===== config.mk =====
export PLATFORM = sky130hd
export DESIGN_NAME = regfile_writeback_ctrl_flat
export DESIGN_NICKNAME = d
export VERILOG_FILES = /design/src/rtl/regfile_writeback_ctrl_if.sv /design/src/rtl/regfile_writeback_ctrl.sv /design/src/flat_wrapper.sv
export SDC_FILE = /design/constraint.sdc
export NUM_CORES = 1
export LEC_CHECK = 0
export ABC_CLOCK_PERIOD_IN_PS = 3150
export CAP_MARGIN = 20
export CORE_MARGIN = 2
export CORE_UTILIZATION = 32
export CTS_CLUSTER_DIAMETER = 60
export DETAILED_ROUTE_END_ITERATION = 16
export DONT_BUFFER_PORTS = 1
export PLACE_DENSITY_LB_ADDON = 0.05
export RECOVER_POWER = 100
export SLEW_MARGIN = 5
export SYNTH_ARGS = -nofsm -noshare
export SYNTH_HDL_FRONTEND = slang
export SYNTH_SLANG_ARGS = --single-unit

===== constraint.sdc =====
create_clock -name clk -period 3.15 [get_ports clk]
set_clock_uncertainty 0.05 [all_clocks]
set_input_delay 0.315 -clock clk [delete_from_list [all_inputs] [get_ports clk]]
set_output_delay 0.315 -clock clk [all_outputs]
set_load 0.05 [all_outputs]

===== src/rtl/regfile_writeback_ctrl_if.sv =====
// Request/response bundle between the pipeline and the register-file writeback controller.
// The controller sits on the slave modport. The pipeline/driver side uses master.
interface regfile_writeback_ctrl_if #(
    parameter int unsigned XLEN  = 32,
    parameter int unsigned AW    = 5,
    parameter int unsigned DEPTH = 4
);
    localparam int unsigned CW = $clog2(DEPTH) + 1;

    logic            alu_we;
    logic [AW-1:0]   alu_rd;
    logic [XLEN-1:0] alu_wd;

    logic            ld_valid;
    logic            ld_ready;
    logic [AW-1:0]   ld_rd;
    logic [XLEN-1:0] ld_wd;

    logic [AW-1:0]   A3;
    logic [XLEN-1:0] WD3;
    logic            WE3;

    logic [AW-1:0]   chk_rs1;
    logic [AW-1:0]   chk_rs2;
    logic            hazard;
    logic [CW-1:0]   buf_count;

    modport master (
        output alu_we, alu_rd, alu_wd,
        output ld_valid, ld_rd, ld_wd,
        output chk_rs1, chk_rs2,
        input  ld_ready, A3, WD3, WE3, hazard, buf_count
    );

    modport slave (
        input  alu_we, alu_rd, alu_wd,
        input  ld_valid, ld_rd, ld_wd,
        input  chk_rs1, chk_rs2,
        output ld_ready, A3, WD3, WE3, hazard, buf_count
    );
endinterface


===== src/rtl/regfile_writeback_ctrl.sv =====
// Merges ALU results and buffered load returns into one registered register-file write port,
// with WAW squash of buffered loads and a RAW hazard flag for decode.
module regfile_writeback_ctrl #(
    parameter int unsigned XLEN  = 32,
    parameter int unsigned AW    = 5,
    parameter int unsigned DEPTH = 4
) (
    input logic                    clk,
    input logic                    rst,
    regfile_writeback_ctrl_if.slave bus
);
    localparam int unsigned PW = $clog2(DEPTH);
    localparam int unsigned CW = PW + 1;

    typedef struct packed {
        logic [AW-1:0]   rd;
        logic [XLEN-1:0] data;
        logic            kill;
    } entry_t;

    entry_t          buf_q [DEPTH];
    logic [DEPTH-1:0] vld_q;
    logic [PW-1:0]   wr_ptr_q, wr_ptr_d;
    logic [PW-1:0]   rd_ptr_q, rd_ptr_d;
    logic [CW-1:0]   count_q, count_d;

    logic [AW-1:0]   a3_q, a3_d;
    logic [XLEN-1:0] wd3_q, wd3_d;
    logic            we3_q, we3_d;

    logic   alu_req;
    logic   ld_ready;
    logic   push;
    logic   pop;
    entry_t head;

    assign alu_req  = bus.alu_we && (bus.alu_rd != '0);
    assign ld_ready = (count_q < CW'(DEPTH));
    // x0 loads complete the handshake but never occupy a slot.
    assign push     = bus.ld_valid && ld_ready && (bus.ld_rd != '0);
    assign pop      = !alu_req && (count_q != '0);
    assign head     = buf_q[rd_ptr_q];

    always_comb begin
        a3_d     = a3_q;
        wd3_d    = wd3_q;
        we3_d    = 1'b0;
        wr_ptr_d = wr_ptr_q;
        rd_ptr_d = rd_ptr_q;
        count_d  = count_q;

        if (alu_req) begin
            a3_d  = bus.alu_rd;
            wd3_d = bus.alu_wd;
            we3_d = 1'b1;
        end else if (pop) begin
            a3_d  = head.rd;
            wd3_d = head.data;
            we3_d = !head.kill;
        end

        if (pop) begin
            rd_ptr_d = rd_ptr_q + PW'(1);
        end
        if (push) begin
            wr_ptr_d = wr_ptr_q + PW'(1);
        end

        unique case ({push, pop})
            2'b10:   count_d = count_q + CW'(1);
            2'b01:   count_d = count_q - CW'(1);
            default: count_d = count_q;
        endcase
    end

    always_ff @(posedge clk) begin
        if (rst) begin
            a3_q     <= '0;
            wd3_q    <= '0;
            we3_q    <= 1'b0;
            wr_ptr_q <= '0;
            rd_ptr_q <= '0;
            count_q  <= '0;
            vld_q    <= '0;
            for (int i = 0; i < DEPTH; i++) begin
                buf_q[i] <= '0;
            end
        end else begin
            a3_q     <= a3_d;
            wd3_q    <= wd3_d;
            we3_q    <= we3_d;
            wr_ptr_q <= wr_ptr_d;
            rd_ptr_q <= rd_ptr_d;
            count_q  <= count_d;

            // A newer ALU write to the same register makes the older buffered load dead.
            for (int i = 0; i < DEPTH; i++) begin
                if (alu_req && vld_q[i] && (buf_q[i].rd == bus.alu_rd)) begin
                    buf_q[i].kill <= 1'b1;
                end
            end

            if (pop) begin
                vld_q[rd_ptr_q] <= 1'b0;
            end

            // The push slot is never valid (not full), so it cannot clash with the kill loop.
            if (push) begin
                buf_q[wr_ptr_q].rd   <= bus.ld_rd;
                buf_q[wr_ptr_q].data <= bus.ld_wd;
                buf_q[wr_ptr_q].kill <= alu_req && (bus.ld_rd == bus.alu_rd);
                vld_q[wr_ptr_q]      <= 1'b1;
            end
        end
    end

    logic hit1, hit2;

    always_comb begin
        hit1 = 1'b0;
        hit2 = 1'b0;
        for (int i = 0; i < DEPTH; i++) begin
            if (vld_q[i] && !buf_q[i].kill) begin
                if (buf_q[i].rd == bus.chk_rs1) hit1 = 1'b1;
                if (buf_q[i].rd == bus.chk_rs2) hit2 = 1'b1;
            end
        end
        // The registered write commits at the next edge, so it is still pending for decode.
        if (we3_q && (a3_q == bus.chk_rs1)) hit1 = 1'b1;
        if (we3_q && (a3_q == bus.chk_rs2)) hit2 = 1'b1;
    end

    assign bus.hazard    = ((bus.chk_rs1 != '0) && hit1) || ((bus.chk_rs2 != '0) && hit2);
    assign bus.ld_ready  = ld_ready;
    assign bus.buf_count = count_q;
    assign bus.A3        = a3_q;
    assign bus.WD3       = wd3_q;
    assign bus.WE3       = we3_q;
endmodule


===== src/flat_wrapper.sv =====
// flat-port wrapper written by rule: the top's interface ports become plain ports
module regfile_writeback_ctrl_flat 
#(
    parameter int unsigned XLEN  = 32,
    parameter int unsigned AW    = 5,
    parameter int unsigned DEPTH = 4
)
  (clk, rst, bus_alu_we, bus_alu_rd, bus_alu_wd, bus_ld_valid, bus_ld_rd, bus_ld_wd, bus_chk_rs1, bus_chk_rs2, bus_ld_ready, bus_A3, bus_WD3, bus_WE3, bus_hazard, bus_buf_count);
  regfile_writeback_ctrl_if #(.XLEN(XLEN), .AW(AW), .DEPTH(DEPTH)) bus_i ();
  input logic clk;
  input logic rst;
  input wire logic [$bits(bus_i.alu_we)-1:0] bus_alu_we;
  input wire logic [$bits(bus_i.alu_rd)-1:0] bus_alu_rd;
  input wire logic [$bits(bus_i.alu_wd)-1:0] bus_alu_wd;
  input wire logic [$bits(bus_i.ld_valid)-1:0] bus_ld_valid;
  input wire logic [$bits(bus_i.ld_rd)-1:0] bus_ld_rd;
  input wire logic [$bits(bus_i.ld_wd)-1:0] bus_ld_wd;
  input wire logic [$bits(bus_i.chk_rs1)-1:0] bus_chk_rs1;
  input wire logic [$bits(bus_i.chk_rs2)-1:0] bus_chk_rs2;
  output wire logic [$bits(bus_i.ld_ready)-1:0] bus_ld_ready;
  output wire logic [$bits(bus_i.A3)-1:0] bus_A3;
  output wire logic [$bits(bus_i.WD3)-1:0] bus_WD3;
  output wire logic [$bits(bus_i.WE3)-1:0] bus_WE3;
  output wire logic [$bits(bus_i.hazard)-1:0] bus_hazard;
  output wire logic [$bits(bus_i.buf_count)-1:0] bus_buf_count;
  assign bus_i.alu_we = bus_alu_we;
  assign bus_i.alu_rd = bus_alu_rd;
  assign bus_i.alu_wd = bus_alu_wd;
  assign bus_i.ld_valid = bus_ld_valid;
  assign bus_i.ld_rd = bus_ld_rd;
  assign bus_i.ld_wd = bus_ld_wd;
  assign bus_i.chk_rs1 = bus_chk_rs1;
  assign bus_i.chk_rs2 = bus_chk_rs2;
  assign bus_ld_ready = bus_i.ld_ready;
  assign bus_A3 = bus_i.A3;
  assign bus_WD3 = bus_i.WD3;
  assign bus_WE3 = bus_i.WE3;
  assign bus_hazard = bus_i.hazard;
  assign bus_buf_count = bus_i.buf_count;
  regfile_writeback_ctrl #(.XLEN(XLEN), .AW(AW), .DEPTH(DEPTH)) u_core (.clk(clk), .rst(rst), .bus(bus_i));
endmodule

* Word level (Yosys, flattened, before mapping)
Memories as Yosys holds them, arrays and structs flattened. A register that Yosys moved wholly into a read port is not among the register bits.
Cells that the tools add are included.
** Word-level totals
- Bits in registers :: 49
- Latch bits :: 0
- RAM bits :: 152
- ROM bits :: 0
- Input port bits :: 88
- Output and inout port bits :: 43
- Memories :: 1
** Memory list
- u_core.buf_q :: words 4, bits a word 38, rd ports 5, clocked after memory_dff 1, wr ports 5, line regfile_writeback_ctrl.sv:21 : entry_t buf_q [DEPTH];
** Operators by class
- Add/sub/neg operators :: 4
- Multipliers :: 0
- Div/mod/pow operators :: 0
- $lt $le $gt $ge :: 5
- Eq/ne operators :: 17
- Shifts and indexed selects :: 0
- Multiplexer cells :: 55
- Bitwise gates (word level) :: 7
- Reduce and logical (&&, ||, !) cells :: 37
** Operator list (number)
- 5-bit equality test :: 15
- 32-bit 2-to-1 mux :: 2
- 1-bit 2-to-1 mux :: 43
- 1-bit logical AND :: 23
- 5-bit nonzero test :: 4
- 4-bit 2-to-1 mux :: 3
- 5-bit 2-to-1 mux :: 2
- 1-bit logical NOT :: 6
- 2-bit by 3-bit < comparator with 1-bit output, second input constant :: 2
- 3-bit case mux with 2 select lines :: 1
- 2-bit by 1-bit adder with 2-bit output, second input constant :: 2
- 4-bit bitwise AND :: 1
- 1-bit demux with 2-bit select :: 2
- 2-bit by 1-bit >= comparator with 1-bit output, second input constant :: 2
- 2-bit 2-to-1 mux :: 2
- 4-bit inverter :: 1
- 1-bit bitwise OR :: 4
- 4-bit bitwise OR :: 1
- 2-bit nonzero test :: 2
- 3-bit by 1-bit adder with 3-bit output, second input constant :: 1
- 3-bit < comparator, second input constant :: 1
- 3-bit nonzero test :: 1
- 3-bit by 1-bit subtractor with 3-bit output, second input constant :: 1
- 2-bit by 1-bit equality test with 1-bit output, second input constant :: 1
- other kinds (2) :: 2

* Depth between registers and ports, before layout
An unclocked memory read counts as a cell.
- Depth after elaboration :: 13
- Mapped depth :: 11
- Depth with buffers taken out :: 9

* Least setup slack after synthesis
OpenSTA, ideal clock, no wires.
- Kind :: reg-to-reg
- Start :: register u_core.count_q[2] (netlist: u_core.bus.buf_count[2])
- End :: memory u_core.buf_q[1][10] (netlist bit), enable pin
- Setup time :: 0.520 ns
- Arrival time :: 2.290 ns
- Setup slack :: 0.290 ns
- Stages on the path, launching flop included :: 8
- Period minus slack after synthesis :: 2.860 ns
- Cells stage by stage :: dfxtp_1 inv_1 o211ai_4 nor2_2 buf_6 buf_6 nand2_2 nand2_1
** RTL lines
- start: declaration :: line regfile_writeback_ctrl.sv:25 : logic [CW-1:0] count_q, count_d;
- start signal: assignment :: line regfile_writeback_ctrl.sv:94 : count_q <= count_d;
- end: declaration :: line regfile_writeback_ctrl.sv:21

==> summary.md <==
| Metric | Value |
|---|---|
| Pleak | 4.790 nW |
| Sequential standard cell area | 5560 sq um |
| Synthesized flop and latch total | between 200 and 250 |
| Status | finished clean |
| Layout cells sized above 1 | 13.40% |
| DR pass1 iterations | 5 |
| Fin nets | 920 |
| CTS Root Cell | clkbuf_16 |
| CTS clk-pin slew, worst paths | 60 ps |
| Area of the multi-input gates | 3974 sq um |
| Worst Tran Pin Value | 1014 ps |
| Post-DP HPWL | ~17000 um |
| Total GRT Usage | between 15 and 20% |
| FP Rows | 64 |
| Post-CTS setup buffer count | 0 |
| Endpoints failing hold | 0 |
| Top FF cell, synth | edfxtp_1 |
| CTS tree | yes |
| Via count | 6429 |
| Initial Util | 32.47% |
| RSZ-0062 raised after global routing | false |
| Critical Path Stages | 7 |
| Sequential share of the synthesized area | 56.07% |
| Syn-to-layout area delta | 19.64% |
| CP Buf/Inv Count | 1 |
| Syn Inst Count | about 770 |
| Critical path startpoint category | flop |
| Post-Route WL | roughly 28000 um |
| Crit path max-delay family | simple AND/OR/NAND/NOR gates |
| Critical path arrival | around 2700 ps |
| Vias in the first global route | 7048 |
| Die width | 180.0 um |
| Final worst path period need | 3045 ps |
| Congestion Overflow GR | 0 |
| Wire per inst | 22.69 um |
| Fmax | about 330 MHz |
| PortBufs | 0 |
| Fillcell total | approximately 3000 |
| Max-slew violations | 0 |
| First-pass GRT wire length | 43010 um |
| Yosys cell types | 44 |
| Crit-path max cell delay | 550 ps |
| Core Util, Final | about 39% |
| Placer congestion estimate | between 0.8 and 0.9 |
| Slew margin rel. | 32.43% |
| Hold path cells | 2 |
| CTS Sinks | just over 200 |
| DRT antenna net count | 0 |
| Worst hold path class | input pin to flop |
| Initial antenna violation count | 2 |
| DR vias/cell | 5.185 |
| Final cell count without fillers | 1240 |
| Die Footprint | 32380 sq um |
| Core footprint | approximately 31000 sq um |
| Syn Nets | between 800 and 900 |
| Post-synth EDFFs | around 150 |
| Final setup fails | 0 |
| Total CTS buffers | 27 |
| Placed cell count | 1113 |
| Peak supply drop | 470.1 uV |
| Warnings from Yosys | 0 |
| Crit-path slowest cell | nor4_1 |
| Setup TNS | 0 ps |
| CP Data Required Time | between 2000 and 3000 ps |
| Ys async rst share | 0% |
| Die H | ~180 um |
| Pin count of the biggest net entering global routing | 81 |
| Worst skew pair latency | 540 ps |
| Mapped Area | 9907 sq um |
| CTS Buffer Depth | 3 |
| # H-tree levels | 1 |
| Max Cap Viol | 0 |
| Critical path class | flop to output port |
| FF-to-FF path depth | 6 |
| Io pins | between 100 and 150 |
| Power Dens Cells | 745.3 nW/um^2 |
| CP Capture Type | output port |
| Crit Path Max Fanout | 4 |
| Final cycle utilization of the critical path | 96.66% |
| Starting DRT DRC Count | between 300 and 400 |
| Mean Syn Cell Area | 12.95 sq um |
| Crit path cell chain | xor2_1, nor4_1, nand4b_1, o311ai_0, o22ai_1, o21ai_1, buf_4 |
| # DRC | 0 |
[power by group]
group          switching [mW]  total [mW]  leakage (nW)  internal [mW]
clock network            1.16        2.86         0.403           1.69
registers               0.595        3.81          2.00           3.22
logic                    1.19        2.16          2.39          0.973
[path summary, 6_finish.rpt]
| check | end | slack, ps | from |
|---|---|---|---|
| worst max-delay path | bus_hazard | 110 | u_core.buf_q[0][37]$_DFFE_PP_ |
| worst min-delay path | u_core.bus.WD3[14]$_SDFFE_PP0P_ | 20 | bus_alu_wd[14] |
| worst max register to register | u_core.buf_q[1][1]$_DFFE_PP_ | 300 | u_core.bus.buf_count[2]$_SDFFE_PP0P_ |
| worst min register to register | u_core.vld_q[2]$_SDFF_PP0_ | 490 | u_core.vld_q[2]$_SDFF_PP0_ |
[through the flow]
step | power [mW] | cell area [sq um] | setup slack, ps | hold WS (ps)
after floorplan | 5.360 | 9907 | 290.1 | 407.7
after global placement | 5.969 | 10340 | 502.0 | 342.2
after detailed placement | 6.013 | 10340 | 480.3 | 337.7
after CTS | 9.008 | 11950 | 154.8 | 6.076
after global routing | 9.250 | 11850 | 28.23 | 33.61
final | 8.834 | 11850 | 105.2 | 18.08
[flip-flops by register name, indices dropped and copies added (netlist names), named ones only]
name	cells
u_core.buf_q	152
u_core.bus.WD3	32
u_core.bus.A3	5
u_core.vld_q	4
u_core.bus.buf_count	3
u_core.rd_ptr_q	2
u_core.wr_ptr_q	2
u_core.bus.WE3	1
[cell families (layout without fill, tap and decap cells)]
family / count (synthesis) / in the layout / share of synthesized area (%)
flops: 203 / 203 / 56.07
buf+inv: 82 / 160 / 3.713
other cells: 0 / 1 / 0
compound gates: 60 / 60 / 4.660
mux: 76 / 76 / 12.48
xor+xnor: 79 / 79 / 6.984
fa+ha+maj: 10 / 10 / 1.339
simple gates: 255 / 255 / 14.75
[worst reg2reg max path, stage by stage (launching register included)]
cell,delay (ps)
dfxtp_1,510
inv_1,200
o211ai_1,270
nor2_1,410
nand2_2,130
nand2_2,400
clkbuf_4,520
[synth_stat cells, types with 3 or more instances]
master	instances	area, sq um
xnor2_1	37	324.1
nand4b_1	3	26.28
o22ai_1	3	18.77
buf_4	3	22.52
nand4_1	7	43.79
inv_1	8	30.03
ha_1	9	112.6
xor2_1	42	367.9
a31o_1	4	35.03
clkbuf_1	47	176.4
o21ai_0	4	20.02
edfxtp_1	149	4474
and2_1	4	25.02
nor4_1	9	56.30
a211oi_1	35	262.8
nand3_1	3	15.01
buf_1	4	15.01
nor3_1	5	25.02
and3_1	148	925.9
dfxtp_1	54	1081
a21oi_1	5	25.02
buf_2	15	75.07
a41oi_1	3	26.28
nor2_1	50	187.7
mux2i_1	38	380.4
nand2_1	14	52.55
mux4_2	38	855.8
buf_6	4	45.04
[layout by cell type (no fill, tap or decap), types with 3 or more instances in the layout]
| cell | Yosys | routed |
|---|---|---|
| clkbuf_16 | 0 | 27 |
| mux2i_1 | 38 | 38 |
| inv_1 | 8 | 8 |
| and2_0 | 0 | 3 |
| xor2_1 | 42 | 42 |
| nand2_1 | 14 | 11 |
| nor4_1 | 9 | 9 |
| mux4_2 | 38 | 38 |
| dlygate4sd3_1 | 0 | 75 |
| o21ai_0 | 4 | 3 |
| ha_2 | 0 | 4 |
| and3_1 | 148 | 148 |
| nand3_1 | 3 | 3 |
| o22ai_1 | 3 | 3 |
| clkbuf_1 | 47 | 13 |
| ha_1 | 9 | 5 |
| buf_4 | 3 | 15 |
| nand4b_1 | 3 | 3 |
| a41oi_1 | 3 | 3 |
| dfxtp_1 | 54 | 52 |
| edfxtp_1 | 149 | 149 |
| a21oi_1 | 5 | 5 |
| a31o_1 | 4 | 4 |
| clkinv_1 | 1 | 4 |
| clkinv_2 | 0 | 3 |
| xnor2_1 | 37 | 37 |
| nand4_1 | 7 | 7 |
| nor3_1 | 5 | 4 |
| nand2_2 | 1 | 4 |
| a211oi_1 | 35 | 35 |
| nor2_1 | 50 | 52 |
| inv_6 | 0 | 3 |
[layout make-up]
type	instances	area share (%)
sequential	203	46.91
multi-input combinational	480	33.53
timing repair buffer	101	8.065
clock buffer	37	6.102
tap	396	4.180
clock inverter	13	0.9078
inverter	9	0.2850
antenna	1	0.02111
[what timing repair did]
item / in CTS / in global routing
resized for setup: 0 / 0
hold buffers: 76 / 0
endpoints found under the hold margin: 199 / 0
[metal layers]
layer  vias up  part of all wire [%]  GRT usage (%)  routed length, um
li1       3001                     -              -                  -
met1      3209                    43          22.16              12120
met2       166                    49          29.62              13730
met3        51                   6.0          3.626               1677
met4         2                   2.1          4.423                601
met5         -                 0.046              0                 13
No activity file was read; power rests on OpenSTA's default activity.
